### src/rtl/systolic_ctrl_pkg.sv
// Shared state encoding, feed length and packed-lane indices for the 2x2
// systolic array sequencer.
package systolic_ctrl_pkg;

  typedef enum logic [2:0] {
    IDLE,
    CLR,
    FEED,
    DRAIN,
    OUT
  } state_e;

  localparam int FEED_CYCLES = 3;

  // Lane of element (row, col) inside cmd_a, cmd_b and res_c; lane 0 sits in the LSBs.
  localparam int LANE_00 = 0;
  localparam int LANE_01 = 1;
  localparam int LANE_10 = 2;
  localparam int LANE_11 = 3;

endpackage

### src/rtl/systolic_skew_feeder.sv
// Diagonal skew table for the 2x2 array: maps the latched A/B operands and the
// upcoming feed index onto the four registered array edge operands.
module systolic_skew_feeder
  import systolic_ctrl_pkg::*;
#(
  parameter int DW = 8
) (
  input  logic            clk,
  input  logic            rst,
  input  logic            load_i,
  input  logic [1:0]      f_i,
  input  logic [4*DW-1:0] a_i,
  input  logic [4*DW-1:0] b_i,
  output logic [DW-1:0]   a0_o,
  output logic [DW-1:0]   a1_o,
  output logic [DW-1:0]   b0_o,
  output logic [DW-1:0]   b1_o
);

  logic [DW-1:0] a0_d, a1_d, b0_d, b1_d;
  logic [DW-1:0] a0_q, a1_q, b0_q, b1_q;

  function automatic logic [DW-1:0] lane(input logic [4*DW-1:0] m, input int idx);
    return m[idx*DW +: DW];
  endfunction

  // load_i/f_i describe the cycle about to start, so the registered feeds line up with FEED.
  always_comb begin
    // NOTE: every signal driven here gets a default first, so no path can infer a latch.
    a0_d = '0;
    a1_d = '0;
    b0_d = '0;
    b1_d = '0;
    if (load_i) begin
      case (f_i)
        2'd0: begin
          a0_d = lane(a_i, LANE_00);
          b0_d = lane(b_i, LANE_00);
        end
        2'd1: begin
          a0_d = lane(a_i, LANE_01);
          a1_d = lane(a_i, LANE_10);
          b0_d = lane(b_i, LANE_10);
          b1_d = lane(b_i, LANE_01);
        end
        2'd2: begin
          a1_d = lane(a_i, LANE_11);
          b1_d = lane(b_i, LANE_11);
        end
        default: ;
      endcase
    end
  end

  // NOTE: state is updated with non-blocking assignments so every flop samples pre-edge values.
  always_ff @(posedge clk or posedge rst) begin
    if (rst) begin
      a0_q <= '0;
      a1_q <= '0;
      b0_q <= '0;
      b1_q <= '0;
    end else begin
      a0_q <= a0_d;
      a1_q <= a1_d;
      b0_q <= b0_d;
      b1_q <= b1_d;
    end
  end

  assign a0_o = a0_q;
  assign a1_o = a1_q;
  assign b0_o = b0_q;
  assign b1_o = b1_q;

endmodule

### src/rtl/systolic_2x2_ctrl.sv
// Sequencer for the 2x2 systolic multiply array: clear, skewed feed, drain, result.
// Optional DRAIN watchdog and res_err port enabled by SYSTOLIC_CTRL_TIMEOUT_EN.
module systolic_2x2_ctrl
  import systolic_ctrl_pkg::*;
#(
  parameter int DW        = 8,
  parameter int MIN_DRAIN = 2
`ifdef SYSTOLIC_CTRL_TIMEOUT_EN
  ,
  parameter int TIMEOUT_CYCLES = 64
`endif
) (
  input  logic            clk,
  input  logic            rst,
  input  logic            cmd_valid,
  output logic            cmd_ready,
  input  logic [4*DW-1:0] cmd_a,
  input  logic [4*DW-1:0] cmd_b,
  output logic            res_valid,
  input  logic            res_ready,
  output logic [8*DW-1:0] res_c,
`ifdef SYSTOLIC_CTRL_TIMEOUT_EN
  output logic            res_err,
`endif
  output logic            busy,
  output logic            arr_rst,
  output logic            arr_en,
  output logic [DW-1:0]   arr_a0,
  output logic [DW-1:0]   arr_a1,
  output logic [DW-1:0]   arr_b0,
  output logic [DW-1:0]   arr_b1,
  input  logic [2*DW-1:0] arr_c00,
  input  logic [2*DW-1:0] arr_c01,
  input  logic [2*DW-1:0] arr_c10,
  input  logic [2*DW-1:0] arr_c11,
  input  logic            arr_done
);

  localparam int RW = 2 * DW;
`ifdef SYSTOLIC_CTRL_TIMEOUT_EN
  localparam int D_MAX = (TIMEOUT_CYCLES > MIN_DRAIN) ? TIMEOUT_CYCLES : MIN_DRAIN;
`else
  localparam int D_MAX = MIN_DRAIN;
`endif
  localparam int DCW = $clog2(D_MAX + 2);
  localparam logic [DCW-1:0] D_MIN = DCW'(MIN_DRAIN);
  localparam logic [DCW-1:0] D_SAT = DCW'(D_MAX);
`ifdef SYSTOLIC_CTRL_TIMEOUT_EN
  localparam logic [DCW-1:0] D_TO  = DCW'(TIMEOUT_CYCLES);
`endif
  localparam logic [1:0] F_LAST = 2'(FEED_CYCLES - 1);

  state_e          state_q, state_d;
  logic [1:0]      f_q, f_d;
  logic [DCW-1:0]  d_q, d_d;
  logic [4*DW-1:0] a_q, a_d, b_q, b_d;
  logic            res_valid_q, res_valid_d;
  logic [8*DW-1:0] res_c_q, res_c_d;
  logic            err_q, err_d;
  logic            done_ok;

  // d counts DRAIN cycles including the current one, so the first DRAIN cycle has d=1.
  always_comb begin
    state_d     = state_q;
    f_d         = f_q;
    d_d         = d_q;
    a_d         = a_q;
    b_d         = b_q;
    res_valid_d = res_valid_q;
    res_c_d     = res_c_q;
    err_d       = err_q;
    done_ok     = arr_done && (d_q >= D_MIN);
    case (state_q)
      IDLE: begin
        if (cmd_valid) begin
          a_d     = cmd_a;
          b_d     = cmd_b;
          state_d = CLR;
        end
      end
      CLR: begin
        f_d     = '0;
        state_d = FEED;
      end
      FEED: begin
        if (f_q == F_LAST) begin
          f_d     = '0;
          d_d     = DCW'(1);
          state_d = DRAIN;
        end else begin
          f_d = f_q + 2'd1;
        end
      end
      DRAIN: begin
        if (d_q < D_SAT) d_d = d_q + DCW'(1);
        if (done_ok) begin
          res_c_d[LANE_00*RW +: RW] = arr_c00;
          res_c_d[LANE_01*RW +: RW] = arr_c01;
          res_c_d[LANE_10*RW +: RW] = arr_c10;
          res_c_d[LANE_11*RW +: RW] = arr_c11;
          res_valid_d = 1'b1;
          state_d     = OUT;
        end
`ifdef SYSTOLIC_CTRL_TIMEOUT_EN
        else if (d_q >= D_TO) begin
          res_c_d     = '0;
          err_d       = 1'b1;
          res_valid_d = 1'b1;
          state_d     = OUT;
        end
`endif
      end
      OUT: begin
        if (res_ready) begin
          res_valid_d = 1'b0;
          err_d       = 1'b0;
          d_d         = '0;
          state_d     = IDLE;
        end
      end
      default: state_d = IDLE;
    endcase
  end

  always_ff @(posedge clk or posedge rst) begin
    if (rst) begin
      state_q     <= IDLE;
      f_q         <= '0;
      d_q         <= '0;
      a_q         <= '0;
      b_q         <= '0;
      res_valid_q <= 1'b0;
      res_c_q     <= '0;
      err_q       <= 1'b0;
    end else begin
      state_q     <= state_d;
      f_q         <= f_d;
      d_q         <= d_d;
      a_q         <= a_d;
      b_q         <= b_d;
      res_valid_q <= res_valid_d;
      res_c_q     <= res_c_d;
      err_q       <= err_d;
    end
  end

  systolic_skew_feeder #(
    .DW (DW)
  ) u_feeder (
    .clk    (clk),
    .rst    (rst),
    .load_i (state_d == FEED),
    .f_i    (f_d),
    .a_i    (a_q),
    .b_i    (b_q),
    .a0_o   (arr_a0),
    .a1_o   (arr_a1),
    .b0_o   (arr_b0),
    .b1_o   (arr_b1)
  );

  assign cmd_ready = (state_q == IDLE);
  assign busy      = (state_q != IDLE);
  assign arr_rst   = (state_q == CLR);
  assign arr_en    = (state_q == FEED) || (state_q == DRAIN);
  assign res_valid = res_valid_q;
  assign res_c     = res_c_q;
`ifdef SYSTOLIC_CTRL_TIMEOUT_EN
  assign res_err   = err_q;
`else
  logic unused_err;
  assign unused_err = err_q;
`endif

endmodule

### config.mk
export PLATFORM = sky130hd
export DESIGN_NAME = systolic_2x2_ctrl
export DESIGN_NICKNAME = d
export VERILOG_FILES = /design/src/rtl/systolic_ctrl_pkg.sv /design/src/rtl/systolic_skew_feeder.sv /design/src/rtl/systolic_2x2_ctrl.sv
export SDC_FILE = /design/constraint.sdc
export NUM_CORES = 1
export LEC_CHECK = 0
export CAP_MARGIN = 0
export CELL_PAD_IN_SITES_DETAIL_PLACEMENT = 1
export CELL_PAD_IN_SITES_GLOBAL_PLACEMENT = 1
export CORE_ASPECT_RATIO = 0.5
export CORE_MARGIN = 10
export CORE_UTILIZATION = 32
export CTS_CLUSTER_SIZE = 20
export DETAILED_ROUTE_END_ITERATION = 10
export PLACE_DENSITY = 0.74
export RECOVER_POWER = 25
export REMOVE_ABC_BUFFERS = 1
export SLEW_MARGIN = 25
export SYNTH_ARGS = -nofsm -noshare
export SYNTH_HDL_FRONTEND = slang
export SYNTH_HIERARCHICAL = 1
export SYNTH_SLANG_ARGS = --single-unit
export TNS_END_PERCENT = 1
### constraint.sdc
create_clock -name clk -period 3.69 [get_ports clk]
set_input_delay 0.369 -clock clk [delete_from_list [all_inputs] [get_ports clk]]
set_output_delay 0.369 -clock clk [all_outputs]
set_load 0.05 [all_outputs]
## After elaboration in Yosys (flattened, before gate mapping)

Cells that the tools add are included.

| storage, ports and cells | value |
|---|---|
| register bits | 168 |
| word-level logic and storage cells | 60 |
| output and inout port bits | 101 |
| input bits | 133 |

| operators by class | value |
|---|---|
| add/subtract/negate cells | 2 |
| mux-type cells | 22 |
| $lt $le $gt $ge | 2 |
| reduce and logical (&&, ||, !) cells | 11 |
| equal/unequal tests | 12 |

Operators by type and width:

| kind | count |
|---|---|
| 8-bit one-hot mux with 2 select lines | 4 |
| 8-bit 2-to-1 mux | 4 |
| 3-bit one-hot mux with 5 select lines | 1 |
| 3-bit 2-to-1 mux | 4 |
| 3-bit by 2-bit == test with 1-bit output (second input constant) | 3 |
| 2-bit 2-to-1 mux | 4 |
| 2-bit != test (second input constant) | 4 |
| 2-bit one-hot mux with 3 select lines | 1 |
| 3-bit nonzero test | 2 |
| 2-bit by 1-bit adder with 2-bit output (second input constant) | 2 |
| 2-bit == test (second input constant) | 2 |
| 2-bit one-hot mux with 2 select lines | 1 |
| 2-bit AND reduction | 2 |
| 4-bit AND reduction | 1 |
| 3-bit by 1-bit == test with 1-bit output (second input constant) | 1 |
| 3-bit == test (second input constant) | 1 |
| 3-bit logical NOT | 1 |
| 3-bit AND reduction | 1 |
| 2-bit by 1-bit == test with 1-bit output (second input constant) | 1 |
| 2-bit >= comparator (second input constant) | 1 |
| 2-bit logical NOT | 1 |
| 2-bit less-than comparator (second input constant) | 1 |
| 1-bit 2-to-1 mux | 2 |
| 1-bit one-hot mux with 2 select lines | 1 |
| other kinds (3) | 3 |

## Logic depth before layout (Yosys ltp)

| depth | value |
|---|---|
| depth after elaboration | 6 |
| depth in mapped cells | 11 |
| depth with buffers taken out | 8 |

## By module

Netlist, hierarchy kept.

Modules (own cells, without submodules):

| module | instances | sequential area each (um^2) | cells each | area each (um^2) |
|---|---|---|---|---|
| systolic_2x2_ctrl | 1 | 3403.3 | 325 | 5275.1 |
| systolic_skew_feeder | 1 | 800.8 | 112 | 1342.5 |

## Worst setup path before layout

OpenSTA, ideal clock, no wires.

| path | value |
|---|---|
| path type | flip-flop to flip-flop |
| start point | reg state_q[1] |
| end point | reg a_q[0] |
| buffers on the path | 2 |
| setup time | 125 ps |
| path slack | 1109 ps |
| data arrival time | 2456 ps |
| required time | 3565 ps |
| stages on the path, launching flop included | 6 |
| clock period less this slack | 2581 ps |
| path through | dfrtp_1 -> nor3_1 -> and2_1 -> buf_6 -> buf_6 -> mux2_2 |

| on the way | value |
|---|---|
| longest elaborated chain between the ends | 2 |

RTL lines:

| element | RTL line | source |
|---|---|---|
| start, declared | systolic_2x2_ctrl.sv:53 | `state_e state_q, state_d;` |
| start signal, assigned | systolic_2x2_ctrl.sv:136 | `state_q <= state_d;` |
| 3-bit logical NOT | - |  |
| net cmd_ready | systolic_2x2_ctrl.sv:16 | `output logic cmd_ready,` |
| 2-bit AND reduction (no source line) | - |  |
| end signal, assigned | systolic_2x2_ctrl.sv:130 | `a_q <= '0;` |
| end signal, assigned | systolic_2x2_ctrl.sv:139 | `a_q <= a_d;` |
| end, declared | systolic_2x2_ctrl.sv:56 | `logic [4*DW-1:0] a_q, a_d, b_q, b_d;` |

The timed path passes the listed nets, and every way through them passes these cells.
A chain may end at the register's enable or synchronous reset.

## Worst setup path in the final report

| path | value |
|---|---|
| start point | reg state_q[2] |
| end point | reg u_feeder.a0_q[3], in the netlist u_feeder/a0_o[3] |

| on the way | value |
|---|---|
| longest elaborated chain between the ends | 5 |
| elaborated cells between the ends (all ways) | 16 |
| classes of those cells | eq/ne (6); mux (8); reduce/logical (2) |

RTL lines:

| element | RTL line | source |
|---|---|---|
| 3-bit by 2-bit == test with 1-bit output / 3-bit by 1-bit == test with 1-bit output (equally long branches) | systolic_2x2_ctrl.sv:73 | `case (state_q)` |
| 2-bit one-hot mux with 2 select lines * | systolic_2x2_ctrl.sv:73 |  |
| net f_d[0] | systolic_2x2_ctrl.sv:54 | `logic [1:0] f_q, f_d;` |
| 2-bit by 1-bit == test with 1-bit output / 2-bit logical NOT (equally long branches) | systolic_skew_feeder.sv:35 | `case (f_i)` |
| 8-bit one-hot mux with 2 select lines * | systolic_skew_feeder.sv:35 |  |
| 8-bit 2-to-1 mux * | systolic_skew_feeder.sv:34 | `if (load_i) begin` |
| net u_feeder.a0_d[3] | systolic_skew_feeder.sv:20 | `logic [DW-1:0] a0_d, a1_d, b0_d, b1_d;` |
| end signal, assigned | systolic_skew_feeder.sv:58 | `a0_q <= '0;` |
| end signal, assigned | systolic_skew_feeder.sv:63 | `a0_q <= a0_d;` |
| end, declared | systolic_skew_feeder.sv:21 | `logic [DW-1:0] a0_q, a1_q, b0_q, b1_q;` |

The timed path passes the listed nets; every way through them passes the cells marked *.

==> results.yml <==
run_status:
  run_status: "complete, but fails checks"
  failed_checks: "capacitance limit, slew limit"
detailed_routing:
  detail_route.vias_per_cell: 4.65
  firstDrtPassIters: 4
  finalWirelength_um: 19600
  avgRoutedWirePerCell_um: 20.5
  route.vias.total: 4455
  dr.first_iter.drc_count: 154
  antenna_left: 0
  remaining_drc_errors: 0
synthesis:
  synth_top_cell_by_area: "dfrtp_1"
  synth.cell_area_um2: 6620
  synth_most_common_cell: "dfrtp_1"
  synth-async-reset-ratio_pct: 100
  post-synth-top-area-fraction_pct: 63.5
  post_synth_edffs: 0
  syn_area_per_cell_um2: 15.1
  synth.yosys.seq_area_share_pct: 63.5
  cells_after_synthesis: 437
  synth.top_cells.by_count: "168 x dfrtp_1, 114 x mux2_2, 33 x a22oi_1"
  synth_area_leaders: "dfrtp_1 64%, mux2_2 19%, a22oi_1 3.7%"
  yosys_register_bits: 168
  synthesis.yosys.warnings: 6
  synth_top_flop_cell: "dfrtp_1"
  yosysUniqueCellTypes: 34
worst_setup_path:
  endpoint_kind: "flop"
  crit_arrival_ns: 3.01
  cp.required_ns: 4.04
  timing.critical_path.fanout_max: 20
  critical_path_cell_list: "nand2b_1, nor2_1, mux2i_1, o21ai_0, ha_1, buf_4, a22oi_1, nor2b_1"
  critical_path.slowest_cell: "ha_1"
  start_kind: "flop"
  cp_slowest_stage_delay_ns: 0.62
  timing_worst_setup_path_type: "flop to flop"
  rr_worst_depth: 8
clocking:
  tritoncts.num_buffers: 17
  cts_repair_resize_count: 0
  worstSkewPairLatency_ns: 0.43
  clk_path_buf_depth: 2
  tritoncts: "yes"
  cts_hold_repair.buffers: 0
  postCtsSetupBuffers: 0
  h-tree-depth: 4
  clock_transition_at_the_register_clock_pins_on_the_worst_setup_and_hold_paths_after_cts_ns: 0.06
  tritoncts_num_sinks: 168
  cts_root_buf: "clkbuf_16"
layout:
  drive_gt1_share_pct: 23.5
  filler_cell_count: 2052
  design.final.nets: 810
  multiInputGateArea_um2: 2150
  final-seq-area_um2: 4200
  area_delta_synth_final_pct: 48.2
  antennaDiodeCount: 0
die:
  floorplan.die.height_um: 122
  boundaryPins: 234
  fp.coreArea_um2: 20400
  fp.dieArea_um2: 27200
  die-width_um: 223
  initial_utilization_pct: 32.4
  rows: 37
global_routing:
  grt_max_degree: 106
  gr-max-usage-layer: "met2"
  globalRouteOverflowTotal: 0
  grt_use_met3_pct: 5.28
  grt.total_usage_pct: 14.5
  first_global_vias: 5212
  use_met2_pct: 27.4
  global_route_wire_length_before_repair_um: 30500
  antenna_found_initial: 0
  gr-usage-met1_pct: 15.0
timing:
  timing.final.crit_share_pct: 72.1
  finalHoldViolCount: 0
  maxSlewViolCount: 106
  rsz0062_at_grt: "false"
  setup_ws_ns: 1.03
  maxSlewHeadroom_pct: -54.6
  setup-tns-final_ns: 0
  clock_skew_ns: 0.00830
  worst_slew_pin_slew_ns: 2.31
  timing.final.setup_violations: 0
  fmaxAchievable_mhz: 376
  timing.final.crit_period_ns: 2.66
run:
  cap_viol_max_count: 1
placement:
  routabilityCongestion: 0.744
  pre_cts_ws_ns: 1.02
  count_of_input_and_output_buffers: 233
  detailed_place_hpwl_um: 14100
pwr:
  leakagePower_nw: 4.11
  power.density_cell_area_nw_per_um2: 1030
  power.ir.vdd_worst_mv: 0.531
min_path:
  min_path_cells: 1
  timing.hold.worst.class: "flop to flop"
-- final timing paths --
check                      startpoint                to  slack, ns
min in group asynchronous         rst  u_feeder/b1_o[1]       0.60
max reg2reg                state_q[2]  u_feeder/a0_o[3]       1.03
max                        state_q[2]  u_feeder/a0_o[3]       1.03
min reg2reg                 res_c[29]         res_c[29]       0.49
min                         res_c[29]         res_c[29]       0.49
max in group asynchronous         rst         res_c[26]       1.33
-- per-layer routing --
metal  part of all wire, %  wire length, um
met4                  0.89              175
met5                     0                0
met3                   5.6             1100
met1                    37             7320
met2                    56            11000
-- critical path, delay by kind of cell, from the launching register on --
family | cells | cell delay [ns]
adders and majority gates | 1 | 0.62
and+or+nand+nor | 3 | 0.55
DFF | 1 | 0.50
AOI/OAI and AO/OA | 2 | 0.42
buffers and inverters | 1 | 0.39
muxes | 1 | 0.08
-- state kept, by name, summed over array words and instances, names as in the netlist --
register / count
a_q: 32
b_q: 32
d_q: 2
f_q: 2
res_c: 64
res_valid: 1
state_q: 3
u_feeder/a0_o: 8
u_feeder/a1_o: 8
u_feeder/b0_o: 8
u_feeder/b1_o: 8
-- where the power goes --
part	internal, mW	total, mW	switching (mW)
registers	2.70	3.15	0.453
clock network	1.28	2.02	0.737
logic	1.89	4.89	2.99
total	5.88	10.1	4.18
-- placed cells by master, fill, tap and decap left out, drive strengths merged, types with 2 or more instances in the layout --
master / n
a21oi: 2
a22oi: 34
and2: 3
buf: 8
bufinv: 6
clkbuf: 18
clkdlybuf4s50: 232
clkinv: 5
clkinvlp: 4
dfrtp: 168
ha: 4
inv: 8
mux2: 128
mux2i: 2
nand2: 5
nor2: 22
nor2b: 17
nor3: 3
o21ai: 7
o22a: 2
-- layout make-up --
cell class	count	share of cell area, %
Multi-Input combinational cell	236	21.9
Sequential cell	168	42.9
Inverter	9	0.383
Clock buffer	18	4.48
Clock inverter	14	2.32
Tap cell	273	3.48
Timing Repair Buffer	241	24.5
-- cells by family (layout without fill, tap and decap cells) --
family | count (synthesis) | count (layout) | synth area share, %
AO/OA/AOI/OAI | 48 | 48 | 5.31
adder cells (fa/ha/maj) | 4 | 4 | 0.756
buffers and inverters | 33 | 282 | 3.97
flip-flops | 168 | 168 | 63.5
multiplexers | 130 | 130 | 22.1
AND/OR/NAND/NOR | 54 | 54 | 4.35
-- metrics by stage --
stage                     hold slack (ns)  instances  utilization, %  cell area, um^2  power (mW)
final                               0.490        959            48.0             9810        10.1
after global routing                0.503        959            48.0             9810        10.6
after CTS                           0.493        959            48.0             9810        10.2
after detailed placement            0.478        927            44.8             9140        8.10
after global placement              0.467        927            44.8             9140        7.97
after floorplan                     0.458        413               -             6390        6.32
Power figures use the tool's default switching activity.
==> edit: new RTL, same settings <==
`b_q` no longer has a reset.
--- a/src/rtl/systolic_2x2_ctrl.sv
+++ b/src/rtl/systolic_2x2_ctrl.sv
@@ -128,7 +128,6 @@
       f_q         <= '0;
       d_q         <= '0;
       a_q         <= '0;
-      b_q         <= '0;
       res_valid_q <= 1'b0;
       res_c_q     <= '0;
       err_q       <= 1'b0;
@@ -137,11 +136,14 @@
       f_q         <= f_d;
       d_q         <= d_d;
       a_q         <= a_d;
-      b_q         <= b_d;
       res_valid_q <= res_valid_d;
       res_c_q     <= res_c_d;
       err_q       <= err_d;
     end
+  end
+
+  always_ff @(posedge clk) begin
+    b_q <= b_d;
   end
 
   systolic_skew_feeder #(
Formal check against the unedited RTL: same outputs for any inputs over 10 cycles, from zero or initial values and one cycle with rst high; that may be too few to reach the edited logic, so the function may still have changed.
==> edit against the unedited design <==
The flow still finishes with violations (capacitance limit, slew limit); final area hardly changed; maximum frequency is 1.6% lower; sequential cell count stayed put; synthesized area is 1.2% higher; power is 0.68% lower; wire length is 0.87% lower; worst setup slack worse by 0.044 ns; clock skew is 0.0018 ns higher; final cell count is 3.3% lower; largest cell class unchanged; largest power group unchanged.
==> edit: results (changes against the unedited design) <==
Min path
  – Launch point of the worst hold path: b_q[10]

Placed design
  – RD Place Congestion: 0.746 (+0.31%)

Outcome
  – Result of the run: finished, violations left
  – Failing checks: capacitance limit, slew limit

Synthesis
  – Sequential fraction of the synthesis area: 65.2% (+1.6 points)
  – Post-synth EDFFs: 32 (+32)
  – Async set or reset register ratio after synthesis: 81.0% (-19 points)
  – Complex-gate fraction of the synthesized area: 5.34% (+0.030 points)
  – Number of distinct library cells after synthesis: 41 (+21%)

STA
  – Max transition margin: -52.3% (+2.3 points)
  – Fin Clk Skew: 0.0101 ns (+0.00177 ns)
  – Final Max Tran Viols: 53 (-50%)

GRT
  – Via count of the first global-routing pass: 4844 (-7.1%)
  – Global-route wire length before repair: 29700 um (-2.6%)

Final layout
  – Number of nets at the end of the flow: 778 (-4.0%)
  – # fillers: 2086 (+1.7%)

Run
  – Max cap viols: 1 (unchanged)

Critical path
  – Data arrival time of the critical path: 3.08 ns (+0.07 ns)
  – Crit path largest cell delay: 0.58 ns (-0.04 ns)
  – Crit-path leading delay family: flip-flops

Drt
  – Count of routing violations after the opening detailed-route iteration: 205 (+33%)
  – Detail-routed net length per standard cell: 21.0 um (+2.6%)
  – Routed vias: 4209 (-5.5%)

Power and ir drop
  – Leakage power: 4.18 nW (+1.7%)

Clock tree
  – Skew-Pair Late Insertion Delay: 0.45 ns (+0.02 ns)
## edit: tightest hold or removal path: stages, from the launching register on
cell	delay, ns
sky130_fd_sc_hd__edfxtp_1	0.33
sky130_fd_sc_hd__a22oi_1	0.06
sky130_fd_sc_hd__nor2_1	0.08
## edit: area by class of cell
cell class                      count  area share [%]
Clock buffer                       18            4.38
Multi-Input combinational cell    204            21.1
Timing Repair Buffer              241            24.6
Inverter                            9           0.345
Sequential cell                   168            44.5
Tap cell                          273            3.48
Clock inverter                     14            1.66
## edit: stage by stage
stage	area [um2]	util [%]	total power [W]
after detailed placement	9210	44.8	0.00824
after global routing	9800	47.7	0.0105
final	9800	47.7	0.00999
after floorplan	6450	-	0.00645
after global placement	9210	44.8	0.00811
after CTS	9800	47.7	0.0101
## edit: power groups by stage
stage	Combinational [W]	Sequential (W)	Clock, W
finish	0.00509	0.00307	0.00182
global placement	0.00505	0.00306	0
global route	0.00537	0.00318	0.00196
floorplan	0.00179	0.00466	0
detailed placement	0.00514	0.00310	0
CTS	0.00517	0.00308	0.00189
## edit: per-layer routing
layer / wire, um / share of wire, % / track usage, %
met5: 0 / 0 / 0
met1: 7690 / 40 / 15.5
met2: 10600 / 54 / 26.5
met4: 248 / 1.3 / 4.94
met3: 951 / 4.9 / 4.79
## edit: worst paths after layout
path                               endpoint  slack [ns]  cells past startpoint
min                        u_feeder/b1_o[2]        0.50                      2
min reg2reg                u_feeder/b1_o[2]        0.50                      2
max reg2reg                u_feeder/b0_o[2]        0.98                      8
max in group asynchronous         res_c[49]        1.19                      2
max                        u_feeder/b0_o[2]        0.98                      8
min in group asynchronous  u_feeder/a1_o[3]        0.52                      2
